File: config.mk
export PLATFORM = sky130hd
export DESIGN_NAME = apple1_pia
export DESIGN_NICKNAME = d
export VERILOG_FILES = /design/src/rtl/apple1_pkg.sv /design/src/rtl/apple1_pia.sv
export SDC_FILE = /design/constraint.sdc
export NUM_CORES = 1
export LEC_CHECK = 0
export CAP_MARGIN = 0
export CELL_PAD_IN_SITES_DETAIL_PLACEMENT = 2
export CELL_PAD_IN_SITES_GLOBAL_PLACEMENT = 2
export CORE_AREA = 2 2 81 83
export CTS_BUF_LIST = sky130_fd_sc_hd__clkbuf_8
export CTS_CLUSTER_SIZE = 25
export DETAILED_ROUTE_END_ITERATION = 8
export DIE_AREA = 0 0 83 85
export PLACE_DENSITY_LB_ADDON = 0.05
export SYNTH_ARGS = -nofsm -noshare
export SYNTH_HDL_FRONTEND = slang
export SYNTH_SLANG_ARGS = --single-unit
File: constraint.sdc
create_clock -name clk -period 1.3 [get_ports clk]
set_input_delay 0.39 -clock clk [delete_from_list [all_inputs] [get_ports clk]]
set_output_delay 0.39 -clock clk [all_outputs]
set_load 0.05 [all_outputs]
File: src/rtl/apple1_pkg.sv
// ============================================================================
// Module      : apple1_pkg
// Description : Shared constants and helpers for the Apple I PIA emulation.
// Revision    : 1.0 - initial release
// ============================================================================
`default_nettype none

package apple1_pkg;

  localparam logic [15:0] APPLE1_PIA_BASE = 16'hD010;

  localparam logic [1:0] PIA_KBD   = 2'd0;
  localparam logic [1:0] PIA_KBDCR = 2'd1;
  localparam logic [1:0] PIA_DSP   = 2'd2;
  localparam logic [1:0] PIA_DSPCR = 2'd3;

  // Only the full 8-bit codes 'a'..'z' fold; everything else passes bits [6:0].
  function automatic logic [6:0] to_upper(input logic [7:0] c);
    logic [6:0] r;
    r = c[6:0];
    if (c >= 8'h61 && c <= 8'h7A) r[5] = 1'b0;
    return r;
  endfunction

endpackage

`default_nettype wire

File: src/rtl/apple1_pia.sv
// ============================================================================
// Module      : apple1_pia
// Description : 6821-style keyboard/display register responder for the Apple I.
// Revision    : 1.0 - initial release
// ============================================================================
`default_nettype none

module apple1_pia
  import apple1_pkg::*;
#(
  parameter logic [15:0] BASE      = APPLE1_PIA_BASE,
  parameter int          UPPERCASE = 1
) (
  input  logic        clk,
  input  logic        rst,
  input  logic        enable,
  input  logic [15:0] ab,
  input  logic [7:0]  wdata,
  input  logic        we,
  output logic [7:0]  rdata,
  input  logic [7:0]  kbd_data,
  input  logic        kbd_valid,
  output logic        kbd_ready,
  output logic [6:0]  dsp_data,
  output logic        dsp_valid,
  input  logic        dsp_ready
);

  logic [7:0] rdata_q, rdata_d;
  logic [6:0] kbd_key_q, kbd_key_d;
  logic       kbd_flag_q, kbd_flag_d;
  logic [6:0] kbdcr_q, kbdcr_d;
  logic [6:0] dsp_reg_q, dsp_reg_d;
  logic       dsp_busy_q, dsp_busy_d;
  logic [6:0] dspcr_q, dspcr_d;

  logic       w_hit;
  logic [1:0] w_off;
  logic       w_rd;
  logic       w_wr;
  logic       w_kbd_accept;
  logic [6:0] w_kbd_code;
  logic       w_unused_wdata7;

  assign w_hit  = (ab[15:2] == BASE[15:2]);
  assign w_off  = ab[1:0];
  assign w_rd   = enable & ~we & w_hit;
  assign w_wr   = enable &  we & w_hit;

  // Bit 7 of every writable register is either constant or status-driven.
  assign w_unused_wdata7 = wdata[7];

  assign kbd_ready    = ~kbd_flag_q;
  assign w_kbd_accept = kbd_valid & ~kbd_flag_q;
  assign w_kbd_code   = (UPPERCASE != 0) ? to_upper(kbd_data) : kbd_data[6:0];

  assign dsp_valid = dsp_busy_q;
  assign dsp_data  = dsp_reg_q;
  assign rdata     = rdata_q;

  always_comb begin
    rdata_d = 8'h00;
    if (w_hit) begin
      case (w_off)
        PIA_KBD:   rdata_d = {1'b1, kbd_key_q};
        PIA_KBDCR: rdata_d = {kbd_flag_q, kbdcr_q};
        PIA_DSP:   rdata_d = {dsp_busy_q, dsp_reg_q};
        default:   rdata_d = {1'b0, dspcr_q};
      endcase
    end
  end

  // Accept needs flag==0 and a KBD read only matters with flag==1, so they never collide.
  always_comb begin
    kbd_key_d  = kbd_key_q;
    kbd_flag_d = kbd_flag_q;
    if (w_rd && w_off == PIA_KBD) kbd_flag_d = 1'b0;
    if (w_kbd_accept) begin
      kbd_key_d  = w_kbd_code;
      kbd_flag_d = 1'b1;
    end
  end

  // A write in the completion cycle sees busy=1 and is therefore dropped.
  always_comb begin
    dsp_reg_d  = dsp_reg_q;
    dsp_busy_d = dsp_busy_q;
    if (dsp_busy_q && dsp_ready) begin
      dsp_busy_d = 1'b0;
    end else if (w_wr && w_off == PIA_DSP && !dsp_busy_q) begin
      dsp_reg_d  = wdata[6:0];
      dsp_busy_d = 1'b1;
    end
  end

  always_comb begin
    kbdcr_d = kbdcr_q;
    dspcr_d = dspcr_q;
    if (w_wr && w_off == PIA_KBDCR) kbdcr_d = wdata[6:0];
    if (w_wr && w_off == PIA_DSPCR) dspcr_d = wdata[6:0];
  end

  always_ff @(posedge clk or posedge rst) begin
    if (rst) begin
      rdata_q    <= 8'h00;
      kbd_key_q  <= 7'h00;
      kbd_flag_q <= 1'b0;
      kbdcr_q    <= 7'h00;
      dsp_reg_q  <= 7'h00;
      dsp_busy_q <= 1'b0;
      dspcr_q    <= 7'h00;
    end else begin
      rdata_q    <= rdata_d;
      kbd_key_q  <= kbd_key_d;
      kbd_flag_q <= kbd_flag_d;
      kbdcr_q    <= kbdcr_d;
      dsp_reg_q  <= dsp_reg_d;
      dsp_busy_q <= dsp_busy_d;
      dspcr_q    <= dspcr_d;
    end
  end

endmodule

`default_nettype wire

### Word level (Yosys, flattened, before mapping)

Index checks and enable logic that the tools add are counted.
W data, S select, Z words.

| word-level totals | value |
|---|---|
| register bits | 38 |
| bits of input ports | 38 |

| operators by class | value |
|---|---|
| multiplexer cells | 7 |
| reductions and logical operators | 12 |
| order comparisons | 2 |
| equality and inequality tests | 4 |
| bitwise logic cells | 8 |

Operator list:

| cell | number |
|---|---|
| $pmux W8 S3 | 1 |
| $eq A14 B14 Y1 const B | 1 |
| $ge A8 B7 Y1 const B | 1 |
| $le A8 B7 Y1 const B | 1 |
| $mux W8 | 1 |
| $logic_and A1 B1 Y1 | 7 |
| $and A1 B1 Y1 | 5 |
| $mux W1 | 5 |
| $eq A2 B2 Y1 const B | 2 |
| $reduce_bool A2 Y1 | 2 |
| $not A1 Y1 | 3 |
| $eq A2 B1 Y1 const B | 1 |
| $logic_not A2 Y1 | 1 |
| $reduce_and A2 Y1 | 1 |
| $logic_not A1 Y1 | 1 |

### Longest topological paths before layout

Gate-level depths: netlist (run 1).

| depth | value |
|---|---|
| word-level depth | 6 |
| gate-level depth with buffers | 5 |
| depth with buffers taken out | 4 |

### Worst setup path after synthesis (run 1)

Ideal clock, no wire load.

| timing | value |
|---|---|
| kind | input to register |
| from | in ab[10] |
| to | reg kbdcr_q[1] |
| slack | -0.360 ns |
| setup time | 0.125 ns |
| cell stages on the path | 5 |
| data required time | 1.175 ns |
| data arrival time | 1.535 ns |
| path through | nor4bb_1 -> and4_4 -> and4_1 -> buf_4 -> mux2_2 |

| between the ends | value |
|---|---|
| word-level cells in the longest chain between the ends | 3 |

RTL lines:

| item | RTL line | source |
|---|---|---|
| from (decl) | apple1_pia.sv:17 | `input logic [15:0] ab,` |
| $eq A14 B14 Y1 | apple1_pia.sv:45 | `assign w_hit = (ab[15:2] == BASE[15:2]);` |
| $and A1 B1 Y1 | apple1_pia.sv:48 | `assign w_wr = enable & we & w_hit;` |
| $logic_and A1 B1 Y1 | apple1_pia.sv:99 | `if (w_wr && w_off == PIA_KBDCR) kbdcr_d = wdata[6:0];` |
| to (signal assigned) | apple1_pia.sv:116 | `kbdcr_q <= kbdcr_d;` |
| to (decl) | apple1_pia.sv:32 | `logic [6:0] kbdcr_q, kbdcr_d;` |

No other way between the ends.
A chain may end at the register's enable or synchronous reset.

### Worst setup path after layout (run 1)

| timing | value |
|---|---|
| from | in ab[13] |
| to | reg kbdcr_q[3] |

The elaborated chain is that of the path after synthesis.

==> metrics, run 1 <==
setup ws final=-0.260 ns; Final min period=1.56 ns; vias in the first global route=around 1500; crit path capture type=register; Sw Share=23.9%; clock power share=a little over a third; Final Util=roughly half; DP HPWL=3780 um; Leak Pwr=1.43 nW; DRT antenna net count=0; Synth Register Bits=38; residual DRC count=0; Routability Congestion=between 0.6 and 0.7; CP startpoint kind=primary input; Num Clock Sinks=38; Final #Nets=240; Mapped Cells=116; pin count of the biggest net entering global routing=39; Critical Path RT=between 1 and 1.5 ns; clk_lat worst skew=approximately 0.30 ns; Num CTS Buffers=5; Pre-antenna DRT Iters=2; failing checks=negative setup slack; synth unique cells=27; DR WL/cell=between 15 and 20 um; Worst IR Drop VDD=~0.00042 V; placed cells=about 260; Max transition margin=between 80 and 90%; main combinational cell family by area after synthesis=multiplexers; most used cell, CP=and4_4; area leader, netlist=dfrtp_1; CTS max path bufs=2; core area=6200 um2; clock root buffer=clkbuf_8; CTS tree=done; H-tree levels=2; number of port buffers=53; DIE WIDTH=just over 80 um; RSZ-0062 raised after global routing=yes; Die Area=~7100 um2; fin. max-slew vios=0; crit-path max FO=7; Synth-to-Final Area Change=74.6%; diodes inserted=0; CP Class=in -> reg; Synth Area in Compound Gates=around 1.9%; crit-path max cell delay=around 0.3 ns; Internal Dissipation=1.83 mW; overall routing resource usage=between 10% and 20%; Vias/cell=roughly 4.6; status=finished, violations left; # IOs=55; routed wire length=between 5000 and 6000 um; cts hold-fix bufs=0; critical path arrival=between 1.5 and 2 ns; share of cells above drive strength 1=61.6%; Seq pwr share=between 50% and 60%; Synth Area in Adders=0%; Synth area leaders=dfrtp_1, mux2_2, mux4_2; Psw=about 0.57 mW; Pwr Total=about 2.4 mW; XOR/XNOR share of the synthesized area=0%; Power Dens Cells=~800 nW/um2; Syn Std Cell Area=1730 um2; max cap viols=0; die height=roughly 85 um; initial antenna violation count=0; Synth top area share=a little over half; first-pass GRT wire length=between 8000 and 9000 um; combinational share of power=13.0%; Mean Syn Cell Area=between 10 and 15 um2; non-filler cells, final=280; worst r2r path cells=4; CP Cell Sequence=buf_2, nor4bb_2, and4_4, and4_4, buf_12, mux2_4; CTS clk-pin slew, worst paths=~0.08 ns; multiplexer share of the synthesized area=28.2%; worst slew pin tran=~0.25 ns; setup violators final=23; DR vias=1293; Hold Fails Final Rpt=0; fin crit share=120%; fmax=between 0.6 and 0.7 GHz; setup TNS=-4.89 ns; Seq/Total Area, Yosys=between 50% and 60%; Fin Clk Skew=around 0.0066 ns; 1st-iter DRT viols=34; simple logic cell fraction of the synthesized area=a little under an eighth; slowest cell on the critical path=and4_4; Overflow after GRT=0; site row count=29; Starting Density=approximately 28%; Warnings, synthesis=0; syn_nets=154; Hold Path Class=in -> async
==> power by group through the flow <==
| stage | combinational (mW) | sequential [mW] | clock, mW |
|---|---|---|---|
| final | 0.311 | 1.22 | 0.868 |
| after detailed placement | 0.280 | 1.24 | 0 |
| after global routing | 0.339 | 1.23 | 0.956 |
| after global placement | 0.270 | 1.24 | 0 |
| after CTS | 0.308 | 1.22 | 0.903 |
| after floorplan | 0.0994 | 1.24 | 0 |
==> through the flow <==
stage          hold slack, ns  cell area (um2)  worst slack [ns]
2_1_floorplan           0.474             1770            -0.328
5_1_grt                 0.469             3020            -0.305
3_5_place_dp            0.499             2720            -0.946
6_report                0.448             3020            -0.260
4_1_cts                 0.459             2970            -0.233
3_3_place_gp            0.485             2720            -0.904
==> timing repair <==
item / CTS / global route
setup buffers: 8 / 3
gates cloned: 1 / 0
setup endpoints to repair: 41 / 38
gates resized for setup: 83 / 15
pin swaps: 9 / 8
endpoints found under the hold margin: 0 / 0
==> final cells by class <==
class	instances	area [um2]
sequential	38	960
clock buffer	6	82.6
multi-input combinational	67	843
inverter	6	22.5
fill	597	3190
tap	77	96.3
timing repair buffer	84	1000
clock inverter	2	12.5
==> placed cells by master, fill, tap and decap left out, types with 3 or more instances in the layout <==
cell / netlist / layout
dfrtp_1: 38 / 31
mux2_4: 7 / 20
buf_12: 0 / 20
buf_4: 1 / 19
buf_6: 1 / 12
clkdlybuf4s50_1: 0 / 12
mux4_2: 7 / 7
and2_1: 7 / 7
mux2_2: 19 / 7
dfrtp_2: 0 / 7
clkbuf_8: 0 / 6
buf_2: 2 / 6
dlygate4sd2_1: 0 / 5
inv_1: 6 / 4
clkdlybuf4s15_1: 0 / 4
nand2_1: 3 / 3
a21oi_1: 3 / 3
dlymetal6s2s_1: 0 / 3
==> synth_stat cells <==
cell type and number:
o22ai_1 1, nand4_2 1, clkbuf_1 1, buf_4 1, and2_1 7, nand2_1 3, dfrtp_1 38, or3_1 1
nor2_1 3, nand3_4 1, o21ai_0 1, buf_6 1, and4_4 1, nor3_1 2, a21oi_1 3, buf_2 2
inv_1 6, mux2_1 1, a31oi_1 1, nor2b_1 2, nor4b_2 2, mux2_4 7, and4_1 1, nor4b_1 2
mux2_2 19, nor4bb_1 1, mux4_2 7
==> layer usage <==
layer  up-vias  wire, um  track usage, %
met3         6       169            3.99
met4         0        65            4.47
met5         -         0               0
li1        593         -               -
met1       670      2120            19.4
met2        24      2920            29.2
==> final timing paths <==
check                                    end  slack (ns)   startpoint
worst min-delay path             dsp_data[5]        0.45          rst
max in group asynchronous        dsp_data[6]        0.64          rst
worst max-delay path              kbdcr_q[3]       -0.26       ab[13]
worst max register to register   dsp_data[2]       -0.04    dsp_valid
worst min register to register    dspcr_q[6]        0.51   dspcr_q[6]
min in group clk                kbd_key_q[3]        0.45  kbd_data[3]
==> flip-flops by register name, summed over array words and instances (netlist names) <==
register,cells
dsp_data,7
kbdcr_q,7
rdata,8
dsp_valid,1
kbd_flag_q,1
dspcr_q,7
kbd_key_q,7
==> logic make-up (layout without fill, tap and decap cells) <==
family	Yosys count	count (layout)
multiplexers	34	34
buffers and inverters	11	98
flip-flops	38	38
AND/OR/NAND/NOR	27	27
AO/OA/AOI/OAI	6	6
==> worst max-delay path, delay by kind of cell <==
| kind | cells | cell delay [ns] |
|---|---|---|
| buffers and inverters | 2 | 0.25 |
| multiplexers | 1 | 0.30 |
| AND/OR/NAND/NOR | 3 | 0.80 |
No activity file was read; power rests on OpenSTA's default activity.
==> run 2: changes to the inputs <==
--- a/config.mk
+++ b/config.mk
@@ -14,5 +14,5 @@
 export DETAILED_ROUTE_END_ITERATION = 8
 export DIE_AREA = 0 0 83 85
-export PLACE_DENSITY_LB_ADDON = 0.05
+export PLACE_DENSITY = 0.88
 export SYNTH_ARGS = -nofsm -noshare
 export SYNTH_HDL_FRONTEND = slang
==> constraint.sdc (replaced) <==
create_clock -name clk -period 1.3 [get_ports clk]
set_input_delay 0.13 -clock clk [delete_from_list [all_inputs] [get_ports clk]]
set_output_delay 0.13 -clock clk [all_outputs]
set_load 0.05 [all_outputs]
==> metrics, run 2 (same netlist as run 1, synthesis figures left out) <==
FF+latch area=961 um2; Num Clock Sinks=38; Max transition margin=72.2%; DIE WIDTH=83 um; worst slew pin tran=~0.42 ns; Vias/cell=about 4.5; CTS tree=done; Fin Clk Skew=between 0.006 and 0.007 ns; clk_lat worst skew=0.28 ns; Synth-to-Final Area Change=61.8%; pin count of the biggest net entering global routing=39; Worst IR Drop VDD=0.000561 V; overall routing resource usage=14.9%; Filler Cells Inserted=~580; Pwr Total=around 2.3 mW; residual DRC count=0; share of cells above drive strength 1=between 50% and 60%; worst hold slack=0.218 ns; CP Class=in -> reg; initial antenna violation count=0; Overflow after GRT=0; vias in the first global route=1394; # IOs=55; die height=85 um; Critical Path RT=around 1.5 ns; Hold Path Class=in -> async; post-route cell area=2800 um2; site row count=29; setup ws final=-0.0139 ns; fin. max-slew vios=0; Buf/Inv on CP=3; DR WL/cell=~19 um; DP HPWL=a little under 4000 um; crit-path max FO=7; routed wire length=about 4900 um; Final min period=between 1 and 1.5 ns; DR vias=1200; slowest cell on the critical path=clkdlybuf4s50_1; max cap viols=0; failing checks=negative setup slack; fmax=roughly 0.76 GHz; core area=roughly 6200 um2; Placed Area=between 2000 and 3000 um2; commonest non-fill, non-tap cell in the layout=dfrtp_1; clock root buffer=clkbuf_8; Starting Density=approximately 28%; Leak Pwr=1.30 nW; first-pass GRT wire length=8000 um; RSZ-0062 raised after global routing=yes; CP startpoint kind=primary input; crit-path max cell delay=0.51 ns; DRT antenna net count=0; 1st-iter DRT viols=36; max FFs per register=8; Routability Congestion=0.733; Die Area=around 7100 um2; CTS clk-pin slew, worst paths=roughly 0.070 ns; multi-input logic area=798 um2; Hold Fails Final Rpt=0; placed cells=between 200 and 300; non-filler cells, final=around 270; Pre-antenna DRT Iters=4; Power Dens Cells=between 800 and 900 nW/um2; crit path capture type=register; Num CTS Buffers=5; Final #Nets=~230; cts hold-fix bufs=0; delay-heaviest family, CP=buffers and inverters; fin crit share=101%; setup violators final=5; number of port buffers=53; status=finished, violations left; most frequent cells in the layout=dfrtp_1, buf_12, clkdlybuf4s50_1, mux2_4, mux2_2; CTS max path bufs=2; critical path arrival=~1.5 ns; CP Cell Sequence=clkdlybuf4s50_1, nand2_2, inv_2, and4_4, buf_12, mux2_4; diodes inserted=0; H-tree levels=2
run 2: cell types whose count changed in the layout (fill, tap and decap cells not counted), sizes merged, moves of 2 or more:
cell and delta:
clkdlybuf4s15 -2, clkdlybuf4s50 +7, dlymetal6s2s -2, buf -15
run 2: tightest hold or removal path: cells and delay by family:
kind                   cells  cell delay [ns]
buffers and inverters      3             0.73
run 2: layout make-up:
| type | instances | share of cell area [%] |
|---|---|---|
| inverter | 6 | 0.805 |
| clock inverter | 2 | 0.313 |
| multi-input combinational | 67 | 28.5 |
| sequential | 38 | 34.3 |
| clock buffer | 6 | 2.95 |
| timing repair buffer | 69 | 29.6 |
| tap | 77 | 3.44 |
run 2: final timing paths:
path | start | end | slack [ns] | cells past startpoint
max in group asynchronous | rst | dsp_data[4] | 0.88 | 3
worst min register to register | dspcr_q[2] | dspcr_q[2] | 0.51 | 1
worst max-delay path | enable | kbdcr_q[0] | -0.01 | 6
worst max register to register | dsp_valid | dsp_data[3] | 0.04 | 3
min in group clk | we | kbd_flag_q | 0.29 | 3
worst min-delay path | rst | rdata[2] | 0.22 | 3
run 2: repair_timing:
action	CTS	global route
resized for setup	53	7
endpoints found under the hold margin	0	0
setup buffers	2	0
endpoints found under the setup margin	31	21
pin swaps	8	5
run 2: stage by stage:
step / setup TNS (ns) / setup slack (ns) / utilization [%]
floorplan: -0.599 / -0.0683 / -
global placement: -16.27 / -0.610 / 43.2
detailed placement: -19.95 / -0.757 / 43.2
CTS: -0.0158 / -0.00536 / 44.6
global route: -0.429 / -0.0429 / 45.1
finish: -0.0453 / -0.0139 / 45.1
run 2: layer usage:
layer  global-route usage [%]  up-vias  wire length (um)
met3                     2.33        2                81
met1                     19.6      619              2050
met5                        0        -                 0
met4                     3.58        0                43
met2                     26.0       20              2740
li1                         -      559                 -
run 2: power by group:
part           internal (mW)  switching [mW]  total [mW]
registers               1.21          0.0188        1.23
logic                  0.162           0.108       0.270
clock network          0.420           0.385       0.805
==> run 3: changes to the inputs <==
--- a/config.mk
+++ b/config.mk
@@ -9,10 +9,10 @@
 export CELL_PAD_IN_SITES_DETAIL_PLACEMENT = 2
 export CELL_PAD_IN_SITES_GLOBAL_PLACEMENT = 2
-export CORE_AREA = 2 2 81 83
+export CORE_AREA = 2 2 77 79
 export CTS_BUF_LIST = sky130_fd_sc_hd__clkbuf_8
 export CTS_CLUSTER_SIZE = 25
 export DETAILED_ROUTE_END_ITERATION = 8
-export DIE_AREA = 0 0 83 85
-export PLACE_DENSITY = 0.88
+export DIE_AREA = 0 0 79 81
+export PLACE_DENSITY = 0.92
 export SYNTH_ARGS = -nofsm -noshare
 export SYNTH_HDL_FRONTEND = slang
==> constraint.sdc (replaced) <==
create_clock -name clk -period 1.5 [get_ports clk]
set_input_delay 0.3 -clock clk [delete_from_list [all_inputs] [get_ports clk]]
set_output_delay 0.3 -clock clk [all_outputs]
set_load 0.05 [all_outputs]
==> metrics, run 3 (same netlist as run 1, synthesis figures left out) <==
Die Area=6400 um2; 1st-iter DRT viols=42; fin crit share=between 90% and 100%; Overflow after GRT=0; Critical Path RT=~1.7 ns; worst r2r path cells=3; core area=5680 um2; site row count=28; clock root buffer=clkbuf_8; DP HPWL=about 4400 um; met2 global-route usage=38.1%; first-pass GRT wire length=8890 um; Hold Fails Final Rpt=0; crit-path max FO=7; diodes inserted=0; Fin Clk Skew=roughly 0.0072 ns; GRT busiest layer=met2; share of cells above drive strength 1=between 50% and 60%; pin count of the biggest net entering global routing=39; cts hold-fix bufs=0; Hold Path Class=in -> async; routed wire length=5960 um; H-tree levels=2; setup TNS=0 ns; GR Util met3=under 10%; DR WL/cell=22.4 um; Num Clock Sinks=38; Max transition margin=between 60% and 70%; DRT antenna net count=0; Pre-antenna DRT Iters=4; die height=approximately 81 um; CTS tree=done; DR vias=approximately 1300; fin. max-slew vios=0; max FFs per register=8; CP startpoint kind=primary input; DIE WIDTH=a little under 80 um; commonest non-fill, non-tap cell in the layout=dfrtp_1; worst setup path startpoint=ab[14]; residual DRC count=0; Pwr Total=approximately 2.2 mW; worst slew pin tran=about 0.45 ns; overall routing resource usage=19.8%; setup violators final=0; Routability Congestion=between 0.8 and 0.9; critical path arrival=1.65 ns; # IOs=55; most frequent cells in the layout=dfrtp_1, buf_12, clkdlybuf4s50_1, buf_4, mux2_4; initial antenna violation count=0; crit path capture type=register; worst r2r src=dsp_valid; reg2reg setup slack=approximately 0.18 ns; Synth-to-Final Area Change=62.9%; CP Class=in -> reg; Final min period=1.47 ns; vias in the first global route=roughly 1500; worst reg2reg endpoint=dsp_data[4]; Worst IR Drop VDD=approximately 0.00044 V; Num CTS Buffers=5; Leak Pwr=1.33 nW; Vias/cell=roughly 4.7; CTS clk-pin slew, worst paths=0.07 ns; number of port buffers=between 50 and 60; clk_lat worst skew=between 0.2 and 0.3 ns; CTS max path bufs=2; max cap viols=0; fmax=around 0.68 GHz; Final #Nets=between 200 and 250; Power Dens Cells=approximately 780 nW/um2; Starting Density=30.5%; GR Util met1=between 20% and 30%; status=completed
[run 3: worst max-delay path by stage]
| stage | to | slack, ns | depth (start not counted) |
|---|---|---|---|
| after global placement | kbdcr_q[0] | -0.61 | 6 |
| after CTS | kbdcr_q[5] | 0.01 | 6 |
| after global routing | kbdcr_q[4] | -0.002 | 6 |
| after floorplan | kbdcr_q[0] | -0.04 | 5 |
| final | kbdcr_q[4] | 0.03 | 6 |
| after detailed placement | kbdcr_q[6] | -0.65 | 6 |
[run 3: per-stage QoR]
step / cells / area [um2] / hold WS [ns] / utilization (%) / setup slack, ns
3_3_place_gp: 254 / 2660 / 0.483 / 46.9 / -0.609
2_1_floorplan: 116 / 1760 / 0.409 / - / -0.0383
5_1_grt: 266 / 2820 / 0.415 / 49.6 / -0.00225
4_1_cts: 265 / 2810 / 0.373 / 49.4 / 0.0137
6_report: 266 / 2820 / 0.379 / 49.6 / 0.0319
3_5_place_dp: 254 / 2660 / 0.494 / 46.9 / -0.652
[run 3: critical path, stage by stage]
cell           delay [ns]
dlygate4sd2_1        0.21
nor4b_4              0.19
and4_4               0.27
and4_4               0.23
buf_12               0.14
mux2_4               0.31
[run 3: metal layers]
layer,part of all wire [%],vias to the layer above,routed length (um)
met5,0,-,0
met4,1.8,0,110
met3,2.6,6,156
met2,59,27,3500
met1,37,662,2190
li1,-,568,-
[run 3: where the power goes]
| part | total, mW | switching [mW] | internal, mW | leakage, nW |
|---|---|---|---|---|
| clock | 0.884 | 0.352 | 0.532 | 0.0573 |
| sequential | 1.07 | 0.0189 | 1.05 | 0.514 |
| combinational | 0.238 | 0.0997 | 0.138 | 0.762 |
| total | 2.19 | 0.470 | 1.72 | 1.33 |
[run 3: layout make-up]
cell class                      count  area [um2]
Fill cell                         542        2860
Sequential cell                    38         951
Timing Repair Buffer               73         841
Multi-Input combinational cell     67         796
Tap cell                           75        93.8
Clock buffer                        6        82.6
Clock inverter                      1        30.0
Inverter                            6        22.5
[run 3: timing repair]
action	in CTS	in global routing
pin swaps	9	6
buffers inserted	4	1
gates resized for setup	41	9
setup endpoints to repair	28	21
